**src/rtl/j1_pkg.sv**
```systemverilog
// Shared J1 definitions: loader state encoding, frame constants and byte helpers.
// Also imported by the core and the code RAM for the common address width.
package j1_pkg;

  localparam int         J1_CODE_AW = 13;
  localparam logic [7:0] J1_MAGIC   = 8'hA5;

  typedef enum logic [2:0] {
    ST_WAIT_MAGIC = 3'd0,
    ST_LEN_LO     = 3'd1,
    ST_LEN_HI     = 3'd2,
    ST_DATA_LO    = 3'd3,
    ST_DATA_HI    = 3'd4,
    ST_CSUM       = 3'd5,
    ST_RUN        = 3'd6,
    ST_ERROR      = 3'd7
  } j1_loader_state_t;

  // Multi-byte frame fields (length and data words) travel low byte first.
  function automatic logic [15:0] j1_join(input logic [7:0] first_byte,
                                          input logic [7:0] second_byte);
    return {second_byte, first_byte};
  endfunction

  function automatic logic [7:0] j1_csum_upd(input logic [7:0] csum,
                                             input logic [7:0] data);
    return csum ^ data;
  endfunction

  function automatic logic j1_len_exceeds(input logic [15:0] len, input int aw);
    return {1'b0, len} > (17'd1 << aw);
  endfunction

endpackage

```
**src/rtl/j1_code_loader.sv**
```systemverilog
// Boot sequencer: holds the J1 in reset, loads a framed image from the UART
// byte stream into code RAM, then releases the core on success or timeout.
module j1_code_loader
  import j1_pkg::*;
#(
  parameter int         CODE_AW = J1_CODE_AW,
  parameter int         TIMEOUT = 1000000,
  parameter logic [7:0] MAGIC   = J1_MAGIC
) (
  input  logic               clk,
  input  logic               resetq,
  input  logic [7:0]         rx_data,
  input  logic               rx_valid,
  output logic               rx_ready,
  input  logic               load_req,
  output logic               code_we,
  output logic [CODE_AW-1:0] code_waddr,
  output logic [15:0]        code_wdata,
  output logic               cpu_resetq,
  output logic               load_ok,
  output logic               load_err
);

  localparam int               TMO_W    = $clog2(TIMEOUT);
  localparam logic [TMO_W-1:0] TMO_LAST = TMO_W'(TIMEOUT - 1);

  j1_loader_state_t   r_state;
  j1_loader_state_t   w_next;
  logic [TMO_W-1:0]   r_tmo;
  logic [15:0]        r_cnt;
  logic [7:0]         r_csum;
  logic [7:0]         r_lo;
  logic               r_we;
  logic [CODE_AW-1:0] r_waddr;
  logic [15:0]        r_wdata;
  logic               r_cpu;
  logic               r_ok;
  logic               r_err;

  logic               w_rx_ready;
  logic               w_take;
  logic               w_magic;
  logic [15:0]        w_len;
  logic               w_len_big;

  assign w_rx_ready = (r_state != ST_RUN);
  // A byte coinciding with load_req is dropped, so it never counts as taken.
  assign w_take     = rx_valid && w_rx_ready && !load_req;
  assign w_magic    = w_take && (rx_data == MAGIC) &&
                      ((r_state == ST_WAIT_MAGIC) || (r_state == ST_ERROR));
  assign w_len      = j1_join(r_cnt[7:0], rx_data);
  assign w_len_big  = j1_len_exceeds(w_len, CODE_AW);

  // State register.
  always_ff @(posedge clk or negedge resetq) begin
    if (!resetq) begin
      r_state <= ST_WAIT_MAGIC;
    end else begin
      r_state <= w_next;
    end
  end

  // Next-state decode; a MAGIC byte beats the timeout in the same cycle.
  always_comb begin
    w_next = r_state;
    if (load_req) begin
      w_next = ST_WAIT_MAGIC;
    end else begin
      case (r_state)
        ST_WAIT_MAGIC: begin
          if (w_magic) begin
            w_next = ST_LEN_LO;
          end else if (r_tmo == TMO_LAST) begin
            w_next = ST_RUN;
          end else begin
            w_next = ST_WAIT_MAGIC;
          end
        end
        ST_LEN_LO: begin
          if (w_take) begin
            w_next = ST_LEN_HI;
          end else begin
            w_next = ST_LEN_LO;
          end
        end
        ST_LEN_HI: begin
          if (!w_take) begin
            w_next = ST_LEN_HI;
          end else if (w_len == 16'd0) begin
            w_next = ST_CSUM;
          end else if (w_len_big) begin
            w_next = ST_ERROR;
          end else begin
            w_next = ST_DATA_LO;
          end
        end
        ST_DATA_LO: begin
          if (w_take) begin
            w_next = ST_DATA_HI;
          end else begin
            w_next = ST_DATA_LO;
          end
        end
        ST_DATA_HI: begin
          if (!w_take) begin
            w_next = ST_DATA_HI;
          end else if (r_cnt == 16'd1) begin
            w_next = ST_CSUM;
          end else begin
            w_next = ST_DATA_LO;
          end
        end
        ST_CSUM: begin
          if (!w_take) begin
            w_next = ST_CSUM;
          end else if (rx_data == r_csum) begin
            w_next = ST_RUN;
          end else begin
            w_next = ST_ERROR;
          end
        end
        ST_RUN: begin
          w_next = ST_RUN;
        end
        ST_ERROR: begin
          if (w_magic) begin
            w_next = ST_LEN_LO;
          end else begin
            w_next = ST_ERROR;
          end
        end
        default: begin
          w_next = ST_WAIT_MAGIC;
        end
      endcase
    end
  end

  // Frame datapath: counters, checksum, write port and status flags.
  always_ff @(posedge clk or negedge resetq) begin
    if (!resetq) begin
      r_tmo   <= '0;
      r_cnt   <= 16'd0;
      r_csum  <= 8'd0;
      r_lo    <= 8'd0;
      r_we    <= 1'b0;
      r_waddr <= '0;
      r_wdata <= 16'd0;
      r_cpu   <= 1'b0;
      r_ok    <= 1'b0;
      r_err   <= 1'b0;
    end else begin
      r_we  <= w_take && (r_state == ST_DATA_HI);
      r_cpu <= (r_state == ST_RUN) && !load_req;

      if (load_req) begin
        r_tmo <= '0;
      end else if (r_state == ST_WAIT_MAGIC) begin
        r_tmo <= r_tmo + TMO_W'(1);
      end

      if (w_magic) begin
        r_waddr <= '0;
        r_csum  <= 8'd0;
        r_ok    <= 1'b0;
        r_err   <= 1'b0;
      end else begin
        // Address advances only after its strobe has been presented.
        if (r_we) begin
          r_waddr <= r_waddr + CODE_AW'(1);
        end
        if (w_take) begin
          case (r_state)
            ST_LEN_LO: begin
              r_cnt  <= {8'd0, rx_data};
              r_csum <= j1_csum_upd(r_csum, rx_data);
            end
            ST_LEN_HI: begin
              r_cnt  <= w_len;
              r_csum <= j1_csum_upd(r_csum, rx_data);
              if (w_len_big) begin
                r_err <= 1'b1;
              end
            end
            ST_DATA_LO: begin
              r_lo   <= rx_data;
              r_csum <= j1_csum_upd(r_csum, rx_data);
            end
            ST_DATA_HI: begin
              r_wdata <= j1_join(r_lo, rx_data);
              r_cnt   <= r_cnt - 16'd1;
              r_csum  <= j1_csum_upd(r_csum, rx_data);
            end
            ST_CSUM: begin
              if (rx_data == r_csum) begin
                r_ok <= 1'b1;
              end else begin
                r_err <= 1'b1;
              end
            end
            default: begin
            end
          endcase
        end
      end
    end
  end

  assign rx_ready   = w_rx_ready;
  assign code_we    = r_we;
  assign code_waddr = r_waddr;
  assign code_wdata = r_wdata;
  assign cpu_resetq = r_cpu;
  assign load_ok    = r_ok;
  assign load_err   = r_err;

endmodule

```
**config.mk**
```make
export PLATFORM = sky130hd
export DESIGN_NAME = j1_code_loader
export DESIGN_NICKNAME = d
export VERILOG_FILES = /design/src/rtl/j1_pkg.sv /design/src/rtl/j1_code_loader.sv
export SDC_FILE = /design/constraint.sdc
export NUM_CORES = 1
export LEC_CHECK = 0
export BUFFER_PORTS_ARGS = -buffer_cell sky130_fd_sc_hd__buf_4
export CAP_MARGIN = 15
export CORE_MARGIN = 10
export CORE_UTILIZATION = 59
export CTS_CLUSTER_DIAMETER = 60
export DETAILED_ROUTE_END_ITERATION = 10
export HOLD_SLACK_MARGIN = 0.05
export PLACE_DENSITY = 0.8
export SYNTH_ARGS = -nofsm -noshare
export SYNTH_HDL_FRONTEND = slang
export SYNTH_SLANG_ARGS = --single-unit
```
**constraint.sdc**
```tcl
create_clock -name clk -period 2.1 [get_ports clk]
set_input_delay 0.42 -clock clk [delete_from_list [all_inputs] [get_ports clk]]
set_output_delay 0.42 -clock clk [all_outputs]
set_load 0.03 [all_outputs]
```
==> Word level (Yosys, flattened, before mapping) <==
Cells that the tools add are included.
{ "word_totals": {"reg_bits": 88, "inputBits": 12, "out_inout_bits": 34, "wordCells": 91} }
{ "classes": {"add_sub_neg": 3, "order_cmp": 1, "eq_ne": 14, "mux": 31, "n_bitwise": 3, "n_reduce_logical": 27} }
{ "ops": {"columns": ["op", "n"], "rows": [
  ["16-bit case mux with 3 select lines", 1],
  ["20-bit two-way mux", 2],
  ["3-bit two-way mux", 10],
  ["13-bit two-way mux", 2],
  ["8-bit two-way mux", 3],
  ["3-bit case mux with 8 select lines", 1],
  ["20-bit by 1-bit adder with 20-bit output, second input constant", 1],
  ["20-bit equality test, second input constant", 1],
  ["16-bit by 1-bit equality test with 1-bit output, second input constant", 1],
  ["16-bit by 14-bit > comparator with 1-bit output, second input constant", 1],
  ["16-bit logical NOT", 1],
  ["16-bit by 1-bit subtractor with 16-bit output, second input constant", 1],
  ["2-bit nonzero test", 7],
  ["13-bit by 1-bit adder with 13-bit output, second input constant", 1],
  ["3-bit equality test, second input constant", 4],
  ["3-bit AND reduction", 4],
  ["1-bit two-way mux", 9],
  ["3-bit != test, second input constant", 3],
  ["8-bit equality test", 1],
  ["8-bit equality test, second input constant", 1],
  ["4-bit AND reduction", 2],
  ["8-bit XOR", 1],
  ["3-bit by 2-bit equality test with 1-bit output, second input constant", 2],
  ["1-bit logical AND", 6],
  ["other kinds (10)", 13]
]} }

==> Logic depth before layout (Yosys ltp) <==
{ "logic_depth": {"depth_word": 8, "depth_mapped": 8} }

==> Worst setup path after synthesis <==
OpenSTA, ideal clock, no wires.
{ "synth_timing": {"path_type": "input -> register", "start": "input port rx_data[1]", "end": "register r_csum[6]", "setup_ns": 0.134, "t_arrival_ns": 1.741, "slack_ns": 0.225, "path_stages": 6, "cell_sequence": "clkbuf_1 or3_1 a2111oi_4 nor2b_2 o21ai_1 o21ai_0"} }
{ "synth_between": {"elab_chain_len": 5, "elab_cells_between_ends": 7, "cone_classes": "eq/ne: 1; mux: 1; reduce/logical: 5"} }
{ "synth_lines": {"columns": ["element", "line_no", "source"], "rows": [
  ["start, declared", "j1_code_loader.sv:12", "input logic [7:0] rx_data,"],
  ["8-bit equality test (*)", "j1_code_loader.sv:49", "assign w_magic = w_take && (rx_data == MAGIC) &&"],
  ["1-bit logical AND (*) (2 in series)", "j1_code_loader.sv:49", null],
  ["2-bit nonzero test (no line)", null, null],
  ["2-bit AND reduction (no line)", null, null],
  ["end signal, assigned", "j1_code_loader.sv:176", "r_csum <= j1_csum_upd(r_csum, rx_data);"],
  ["end signal, assigned", "j1_code_loader.sv:180", "r_csum <= j1_csum_upd(r_csum, rx_data);"],
  ["end signal, assigned", "j1_code_loader.sv:187", "r_csum <= j1_csum_upd(r_csum, rx_data);"],
  ["end, declared", "j1_code_loader.sv:31", "logic [7:0] r_csum;"]
]} }
Every way passes the cells marked *; elsewhere a longest branch is shown, timed or not.
A chain may end at the register's enable or synchronous reset.

==> Worst setup path in the final report <==
{ "layout_timing": {"start": "register r_state[0]", "end": "output port rx_ready"} }
{ "layout_between": {"elab_chain_len": 1} }
{ "layout_lines": {"columns": ["element", "line_no", "source"], "rows": [
  ["start, declared", "j1_code_loader.sv:27", "j1_loader_state_t r_state;"],
  ["start signal, assigned", "j1_code_loader.sv:59", "r_state <= w_next;"],
  ["3-bit != test", "j1_code_loader.sv:46", "assign w_rx_ready = (r_state != ST_RUN);"],
  ["end, declared", "j1_code_loader.sv:14", "output logic rx_ready,"]
]} }
No other way between the ends.

==> flow_summary.toml <==
[global_route]
first_global_vias = 3842
gr-total-overflow = 0
global_route_wire_length_before_repair_mm = 18.7
largest_net_degree_at_the_start_of_global_routing = 38
number_of_antenna_violations_at_the_first_check_in_global_routing = 0
grtUsageTotal_pct = 19.4

[sta]
rsz0062_at_grt = "false"
finalMaxSlewViolations = 0
min_period_ps = 2030
final_hold_viol_count = 0
worst_pin_slew_ps = 524
finalCritPeriodShare_pct = 96.7
timing.slew.headroom_pct = 64.7
finalSetupViolCount = 0
finalHoldWorstSlack_ps = 352
max_clock_freq_mhz = 493
finalClockSkew_ps = 11.5
setup_total_negative_slack_ps = 0

[routing]
totalWireLength_mm = 11.1
detailedRoute.firstIterationViolations = 251
route.antenna.remaining_nets = 0
drt_drc_violations_left = 0
drt_first_pass_iters = 5
via_count = 3841
avgViaCountPerCell = 5.96
wire_per_inst_um = 17.1

[worst_setup_path]
timing.critical_path.cells = "buf_4, buf_4, nor2_2, nand2_1, buf_4"
critical_path_class = "flop to primary output"
worst_path_most_repeated_cell = "buf_4"
reg2reg_setup_slack_ps = 110
cp_data_arrival_time_ps = 1610
worst_path_dominant_cell_family = "buffers and inverters"
type_of_element_capturing_the_critical_path = "primary output"
worstSetupStartpointType = "flop"
rr_endpoint = "r_csum[4]"
timing.critical_path.fanout_max = 8
required_ps = 1680
critPathMaxStageDelay_ps = 470
critical_path_buf_inv_count = 3
worstReg2RegStart = "r_state[1]"
critPathSlowestCell = "dfrtp_2"
r2r_cells = 5

[pwr]
power.density_nw_per_um2 = 1370
leakage_nw = 2.32
peakVddDrop_mv = 0.896

[final_layout]
mostFrequentLayoutCells = "87 x dfrtp_1, 76 x buf_4, 53 x nor2_1"
layout.cells.most_common = "dfrtp_1"
layout-drive-gt1-share_pct = 23.6
layout-area-overhead-vs-synth_pct = 18.3
antenna_cells = 0
finish.net_count = 555

[yosys]
synth_top_cell_by_area = "dfrtp_1"
async_reset_ff_share_pct = 100
synth.yosys.seq_area_share_pct = 47.9
syn-mean-instance-area_um2 = 9.63
yosysTopAreaCellShare_pct = 47.9
syn-num-nets = 494
mappedNetlistArea_um2 = 4600
synth.top_cells.by_area = "dfrtp_1 48%, mux2_2 5.9%, nor2_1 4.4%"
synthFlopType = "dfrtp_1"
ys_ff_latch = 88
synth-edff-count = 0
yosysWarnings = 0
synthDistinctLibCells = 56
postSynthCellCount = 477

[die]
chipWidth_um = 108
ios = 46
die_height_um = 108
initial_core_util_pct = 60.1
core_area_um2 = 7650
dieArea_um2 = 11700
core.rowCount = 32

[min_path]
min_path_type = "input port to flop"
whs_path_depth = 2
hold_path_end = "r_lo[6]"
hold_path_startpoint = "rx_data[6]"

[clocking]
clkLatencyLatePin_ps = 360
root_buffer = "clkbuf_8"
clk_transition_reported_paths_ps = 100
cts_tree = "built"
cts_inserted_buffers = 9
cts.sink_count = 88
cts_htree_levels = 3
clock_tree.buffer_depth = 2

[place]
numPortBuffers = 45
gp_routability_congestion = 0.965
place.detailed.hpwl_mm = 7.93

[flow_run]
max_capacitance_violation_count = 0

[outcome]
status = "finished, final reports clean"
-- sequential cells by signal (all words and copies together) (netlist names) --
signal	cells
code_waddr	13
code_wdata	16
code_we	1
cpu_resetq	1
load_err	1
load_ok	1
r_cnt	16
r_csum	8
r_lo	8
r_state	3
r_tmo	20
-- synthesized netlist by cell type (2+ instances only) --
library cell,count
o21ai_1,15
nor3_1,16
clkbuf_1,21
mux2_2,24
xnor2_1,14
nor2b_1,3
nand2_1,26
a22oi_1,5
o21ai_0,36
and4_1,2
o21a_1,3
nand3_1,13
xor2_1,20
nand2b_1,10
nor3b_1,2
a31oi_1,4
inv_1,11
buf_2,6
or3_1,9
a211oi_1,4
dfrtp_1,88
nand4_1,12
a21oi_1,26
nor4_1,9
ha_1,5
and3_1,7
nor2_1,54
a32oi_1,4
-- metrics by stage --
step	utilization, %	std cells	area, µm²	worst slack (ps)	total power (W)
floorplan	-	477	4600	225	0.00492
global placement	67.8	626	5180	183	0.00598
detailed placement	67.8	626	5180	126	0.00610
CTS	70.8	643	5420	0.379	0.00745
global route	71.1	645	5440	5.20	0.00792
finish	71.1	645	5440	69.6	0.00744
-- worst max path at each step --
stage	startpoint	to	slack, ps	cells past startpoint
after floorplan	rx_data[1]	r_csum[6]	220	6
after global placement	rx_data[2]	load_ok	180	6
after detailed placement	rx_data[3]	r_csum[7]	130	6
after CTS	r_state[0]	rx_ready	0.4	5
after global routing	r_state[1]	rx_ready	5	4
final	r_state[0]	rx_ready	70	5
-- cell families (layout without fill, tap and decap cells) --
family          Yosys count  count (layout)  share of synthesized area (%)
compound gates          107             107                           14.0
buf+inv                  40             106                           3.51
fa+ha+maj                 6               6                           1.58
mux                      25              25                           6.10
xor+xnor                 34              34                           6.48
flops                    88              88                           47.9
simple gates            177             177                           20.4
-- report_power, final --
part / switching (W) / internal (W) / total, W
Sequential: 0.000565 / 0.00225 / 0.00282
Clock: 0.000644 / 0.000685 / 0.00133
Combinational: 0.00192 / 0.00138 / 0.00329
Total: 0.00313 / 0.00432 / 0.00744
-- layout make-up --
cell class,count,area (µm²)
multi-input combinational,349,2230
fill,572,2210
sequential,88,2200
timing repair buffer,78,601
tap,102,128
clock buffer,9,124
clock inverter,7,101
inverter,12,45.0
-- what timing repair did --
action                                  in CTS  in global routing
endpoints found under the setup margin       0                  2
endpoints found under the hold margin       28                  0
buffers inserted                             0                  2
gates resized for setup                      0                  2
hold buffers                                 1                  0
-- layer usage --
layer	up-vias	share of wire, %	global-route usage, %
met3	12	6.7	5.23
met5	-	0	0
met2	142	48	31.8
met1	1872	45	24.9
met4	0	0.71	4.80
li1	1815	-	-
Power figures use the tool's default switching activity.
